### src/rtl/m_bcd_pkg.sv
// Shared BCD types and constant helpers for the stopwatch counter chain.
// Used by m_bcd_digit and m_gen_bcd_cnt (macro GEN_BCD_CNT_DOWN_EN is handled in the top).
package m_bcd_pkg;

    typedef logic [3:0] bcd_digit_t;

    localparam bcd_digit_t BCD_MAX = 4'd9;

    // Elaboration-time binary to packed BCD; digits above n are left zero.
    function automatic logic [15:0] to_bcd(input int v, input int n);
        logic [15:0] r;
        int          t;
        r = '0;
        t = v;
        for (int i = 0; i < 4; i++) begin
            if (i < n) begin
                r[i*4 +: 4] = 4'(t % 10);
                t           = t / 10;
            end
        end
        return r;
    endfunction

    function automatic logic is_bcd(input bcd_digit_t d);
        return d <= BCD_MAX;
    endfunction

endpackage

### src/rtl/m_bcd_digit.sv
// One BCD decade: synchronous set, +1/-1 step with 9<->0 rollover, and a terminal flag
// (==9 counting up, ==0 counting down) that enables the next decade.
module m_bcd_digit
    import m_bcd_pkg::*;
#(
    parameter bcd_digit_t RESET_DIGIT = 4'd0
) (
    input  logic       clk,
    input  logic       rst_n,
    input  logic       i_set,
    input  bcd_digit_t i_set_val,
    input  logic       i_en,
    input  logic       i_down,
    output bcd_digit_t o_digit,
    output logic       o_term
);

    bcd_digit_t r_digit;
    bcd_digit_t w_digit_nxt;

    always_comb begin
        w_digit_nxt = r_digit;
        if (i_set) begin
            w_digit_nxt = i_set_val;
        end else if (i_en) begin
            if (i_down) begin
                w_digit_nxt = (r_digit == 4'd0) ? BCD_MAX : r_digit - 4'd1;
            end else begin
                w_digit_nxt = (r_digit == BCD_MAX) ? 4'd0 : r_digit + 4'd1;
            end
        end
    end

    always_ff @(posedge clk or negedge rst_n) begin
        if (!rst_n) begin
            r_digit <= RESET_DIGIT;
        end else begin
            r_digit <= w_digit_nxt;
        end
    end

    assign o_digit = r_digit;
    assign o_term  = i_down ? (r_digit == 4'd0) : (r_digit == BCD_MAX);

endmodule

### src/rtl/m_gen_bcd_cnt.sv
// Parametrised BCD modulo counter with clear/load/tick and a registered wrap carry.
// Define GEN_BCD_CNT_DOWN_EN to add the `down` port (tick decrements, carry acts as borrow).
module m_gen_bcd_cnt
    import m_bcd_pkg::*;
#(
    parameter int unsigned NDIGITS     = 2,
    parameter int unsigned MODULUS     = 60,
    parameter int unsigned RESET_VALUE = 0
) (
    input  logic                 clk,
    input  logic                 rst_n,
    input  logic                 tick,
    input  logic                 clr,
    input  logic                 load,
`ifdef GEN_BCD_CNT_DOWN_EN
    input  logic                 down,
`endif
    input  logic [4*NDIGITS-1:0] load_val,
    output logic [4*NDIGITS-1:0] count,
    output logic                 carry,
    output logic                 load_err
);

    localparam int unsigned W = 4 * NDIGITS;

    if (NDIGITS < 1 || NDIGITS > 4 || MODULUS < 2 || MODULUS > 10 ** NDIGITS ||
        RESET_VALUE >= MODULUS) begin : g_param_err
        $error("m_gen_bcd_cnt: illegal NDIGITS/MODULUS/RESET_VALUE combination");
    end

    localparam logic [15:0]  C_MAX_FULL = to_bcd(int'(MODULUS - 1), int'(NDIGITS));
    localparam logic [15:0]  C_RST_FULL = to_bcd(int'(RESET_VALUE), int'(NDIGITS));
    localparam logic [W-1:0] C_MAX_BCD  = C_MAX_FULL[W-1:0];
    localparam logic [W-1:0] C_RST_BCD  = C_RST_FULL[W-1:0];

    logic               w_down;
    bcd_digit_t         w_digit [NDIGITS];
    logic [NDIGITS-1:0] w_term;
    logic [NDIGITS-1:0] w_en;
    logic               w_set;
    logic [W-1:0]       w_set_val;
    logic               w_step;
    logic               w_wrap;
    logic               w_ld_ok;
    logic               w_carry_nxt;
    logic               w_err_nxt;
    logic               r_carry;
    logic               r_load_err;

`ifdef GEN_BCD_CNT_DOWN_EN
    assign w_down = down;
`else
    assign w_down = 1'b0;
`endif

    // Down-wrap point is all digits at zero, which is exactly every terminal flag set.
    assign w_wrap = w_down ? (&w_term) : (count == C_MAX_BCD);

    always_comb begin
        w_set       = 1'b0;
        w_set_val   = '0;
        w_step      = 1'b0;
        w_carry_nxt = 1'b0;
        w_err_nxt   = 1'b0;
        // With every nibble <= 9, packed BCD orders the same as the value it encodes.
        w_ld_ok     = (load_val <= C_MAX_BCD);
        for (int i = 0; i < int'(NDIGITS); i++) begin
            w_ld_ok = w_ld_ok & is_bcd(load_val[4*i +: 4]);
        end
        if (clr) begin
            w_set = 1'b1;
        end else if (load) begin
            if (w_ld_ok) begin
                w_set     = 1'b1;
                w_set_val = load_val;
            end else begin
                w_err_nxt = 1'b1;
            end
        end else if (tick) begin
            if (w_wrap) begin
                w_set       = 1'b1;
                w_set_val   = w_down ? C_MAX_BCD : '0;
                w_carry_nxt = 1'b1;
            end else begin
                w_step = 1'b1;
            end
        end
    end

    assign w_en[0] = w_step;

    for (genvar i = 0; i < int'(NDIGITS); i++) begin : g_digit
        if (i > 0) begin : g_chain
            assign w_en[i] = w_en[i-1] & w_term[i-1];
        end

        m_bcd_digit #(
            .RESET_DIGIT (C_RST_BCD[4*i +: 4])
        ) u_digit (
            .clk       (clk),
            .rst_n     (rst_n),
            .i_set     (w_set),
            .i_set_val (w_set_val[4*i +: 4]),
            .i_en      (w_en[i]),
            .i_down    (w_down),
            .o_digit   (w_digit[i]),
            .o_term    (w_term[i])
        );

        assign count[4*i +: 4] = w_digit[i];
    end

    always_ff @(posedge clk or negedge rst_n) begin
        if (!rst_n) begin
            r_carry    <= 1'b0;
            r_load_err <= 1'b0;
        end else begin
            r_carry    <= w_carry_nxt;
            r_load_err <= w_err_nxt;
        end
    end

    assign carry    = r_carry;
    assign load_err = r_load_err;

endmodule

### config.mk
export PLATFORM = sky130hd
export DESIGN_NAME = m_gen_bcd_cnt
export DESIGN_NICKNAME = d
export VERILOG_FILES = /design/src/rtl/m_bcd_pkg.sv /design/src/rtl/m_bcd_digit.sv /design/src/rtl/m_gen_bcd_cnt.sv
export SDC_FILE = /design/constraint.sdc
export NUM_CORES = 1
export LEC_CHECK = 0
export ABC_CLOCK_PERIOD_IN_PS = 2000
export CAP_MARGIN = 10
export CORE_MARGIN = 2
export CORE_UTILIZATION = 33
export DETAILED_ROUTE_END_ITERATION = 8
export GPL_TIMING_DRIVEN = 0
export PLACE_DENSITY = 0.67
export SYNTH_ARGS = -nofsm -noshare
export SYNTH_HDL_FRONTEND = slang
export SYNTH_HIERARCHICAL = 1
export SYNTH_SLANG_ARGS = --single-unit
### constraint.sdc
create_clock -name clk -period 2 [get_ports clk]
set_clock_uncertainty 0.15 [all_clocks]
set_input_delay 0.3 -clock clk [delete_from_list [all_inputs] [get_ports clk]]
set_output_delay 0.3 -clock clk [all_outputs]
set_load 0.005 [all_outputs]
==> impl_summary.log <==
INFO  metric clock_sink_count = 10
INFO  metric antenna_cells = 0
INFO  metric tns = 0 ns
INFO  metric maxCapViolations = 0
INFO  metric ctsLongestPathBuffers = 2
INFO  metric endpoint_type_of_the_worst_setup_path = flop
INFO  metric drc = 0
INFO  metric cp_max_fo = 9
INFO  metric number_of_warnings_reported_in_the_yosys_synthesis_log = 6
INFO  metric sequential_cell_area = 253 µm²
INFO  metric leakage = 0.581 nW
INFO  metric post_cts_hold_buffer_count = 0
INFO  metric grt_first_pass_wirelength = ~3.5 mm
INFO  metric grt_max_degree = 11
INFO  metric synthToLayoutAreaGrowth = 43.4%
INFO  metric timing_hold_violations_final = 0
INFO  metric rows = 19
INFO  metric die_w = just under 60 µm
INFO  metric place_worst_setup_slack = -0.438 ns
INFO  metric route.final.wire_length = about 2.1 mm
INFO  metric via_count = between 900 and 1k
INFO  metric layout_worst_path_cycle_share = a little over nine tenths
INFO  metric cpMaxStageDelayCell = clkdlybuf4s50_1
INFO  metric worst_setup_hold_path_clk_slew = approximately 0.07 ns
INFO  metric timing_worst_setup_path_type = in2reg
INFO  metric tritoncts = done
INFO  metric mappedNetlistArea = 951 µm²
INFO  metric initial_core_utilization = 34.5%
INFO  metric crit_path_cell_trace = clkdlybuf4s50_1, o21a_1, a211oi_2, a221o_1, clkbuf_4, a311oi_2, a31oi_1
INFO  metric global_route.usage.total = roughly 14%
INFO  metric status = finished clean
INFO  metric timing.hold.worst.class = in2async
INFO  metric design.core.area = between 0.002 and 0.003 mm²
INFO  metric multi_input_comb_area = between 600 and 700 µm²
INFO  metric layout.nets = 174
INFO  metric initial_drc_count = 19
INFO  metric number_of_antenna_violations_at_the_first_check_in_global_routing = 0
INFO  metric buffer_ports.inserted = 22
INFO  metric design.die.area = between 0.003 and 0.004 mm²
INFO  metric cts_made_buffers = 3
INFO  metric detail_route.first_pass.iterations = 4
INFO  metric finalWorstPathRequiredPeriod = around 1.9 ns
INFO  metric drive_gt1_share = between 10% and 20%
INFO  metric half_perimeter_wire_length_of_the_detailed_placement_result = roughly 1.7 mm
INFO  metric place.gp.congestion = between 0.8 and 0.9
INFO  metric number_of_instances_in_the_synthesized_netlist = ~110
INFO  metric final.fill_count = 269
INFO  metric start_kind = input pin
INFO  metric clk_latency = approximately 0.26 ns
INFO  metric ir_drop = around 0.28 mV
INFO  metric via_cell_ratio = 4.85
INFO  metric layout_setup_ws = between 0.07 and 0.08 ns
INFO  metric die_height = a little under 60 µm
INFO  metric required_time_reported_for_the_critical_path_endpoint = approximately 2 ns
INFO  metric highest_achievable_clock_rate = approximately 520 MHz
INFO  metric wl_per_cell = ~11 µm
INFO  metric first_global_vias = 862
INFO  metric arrival_time_at_the_worst_endpoint = approximately 1.9 ns
INFO  metric synth_area_per_cell = approximately 8.3 µm²
INFO  metric finalMaxSlewViolations = 0
INFO  metric cts_root_buf = clkbuf_4
INFO  metric cpPeakStageDelay = 0.48 ns
INFO  metric power.density = roughly 430 mW/mm²
INFO  metric io_pins = 23
INFO  metric htreeDepth = 1
INFO  metric finalSetupViolCount = 0
INFO  metric postRouteAntennaNets = 0
INFO  metric grt_remaining_overflow = 0
## repair_timing
item / CTS / global route
endpoints found under the setup margin: 4 / 4
setup buffers: 1 / 3
pin swaps: 1 / 0
resized for setup: 5 / 5
## layout make-up
type	count	area share, %
Buffer	10	6.06
Clock buffer	4	2.66
Inverter	2	0.550
Multi-Input combinational cell	108	51.0
Sequential cell	10	18.5
Tap cell	31	2.84
Timing Repair Buffer	26	18.3
## stage by stage
stage / total power (W) / area [µm²] / instances / hold slack, ns / util, %
after floorplan: 0.000328 / 1010 / 130 / -0.146 / -
after global placement: 0.000395 / 1270 / 183 / 0.455 / 46.1
after detailed placement: 0.000400 / 1270 / 183 / 0.463 / 46.1
after CTS: 0.000589 / 1330 / 188 / 0.195 / 48.1
after global routing: 0.000627 / 1360 / 191 / 0.228 / 49.5
final: 0.000590 / 1360 / 191 / 0.191 / 49.5
## worst paths after layout
kind	from	end	slack, ns	depth (start not counted)
worst max-delay path	load_val[1]	g_digit[0].u_digit/o_digit[2]	0.08	7
worst min-delay path	rst_n	g_digit[0].u_digit/o_digit[1]	0.19	1
worst max register to register	g_digit[0].u_digit/o_digit[0]	g_digit[1].u_digit/o_digit[2]	0.10	8
worst min register to register	g_digit[0].u_digit/o_digit[3]	carry	0.50	2
max in group asynchronous	rst_n	g_digit[1].u_digit/o_digit[0]	1.19	1
min in group clk	g_digit[0].u_digit/o_digit[3]	carry	0.50	2
## placed cells by master, fill, tap and decap left out, types with 3 or more instances in the layout
cell and n:
clkdlybuf4s50_1 22, conb_1 17, nor2_1 14, and2_1 9
dfrtp_1 8, nand2_1 8, buf_4 6, o21ai_0 6
nor2b_1 5, nand2b_1 4, clkbuf_4 4, buf_6 4
a21oi_1 4, nor3b_1 3, mux2i_1 3, buf_2 3
## sequential cells by signal, indices dropped and copies added, names as in the netlist
name,count
g_digit.u_digit/o_digit,8
load_err,1
carry,1
## layer usage
metal / vias up / GRT usage, % / part of all wire (%)
met1: 415 / 17.3 / 50
met2: 30 / 22.1 / 45
met3: 0 / 2.46 / 5.1
met5: - / 0 / 0
met4: 0 / 6.98 / 0
li1: 482 / - / -
## power breakdown
| group | internal [W] | switching [W] | total (W) |
|---|---|---|---|
| Clock | 0.000110 | 0.0000678 | 0.000178 |
| Combinational | 0.000101 | 0.0000844 | 0.000186 |
| Sequential | 0.000214 | 0.0000123 | 0.000226 |
## worst max-delay path, delay by kind of cell
kind,cells,cell delay (ns)
buffers and inverters,2,0.67
AO/OA/AOI/OAI,5,0.94
(Power assumes the default switching activity.)
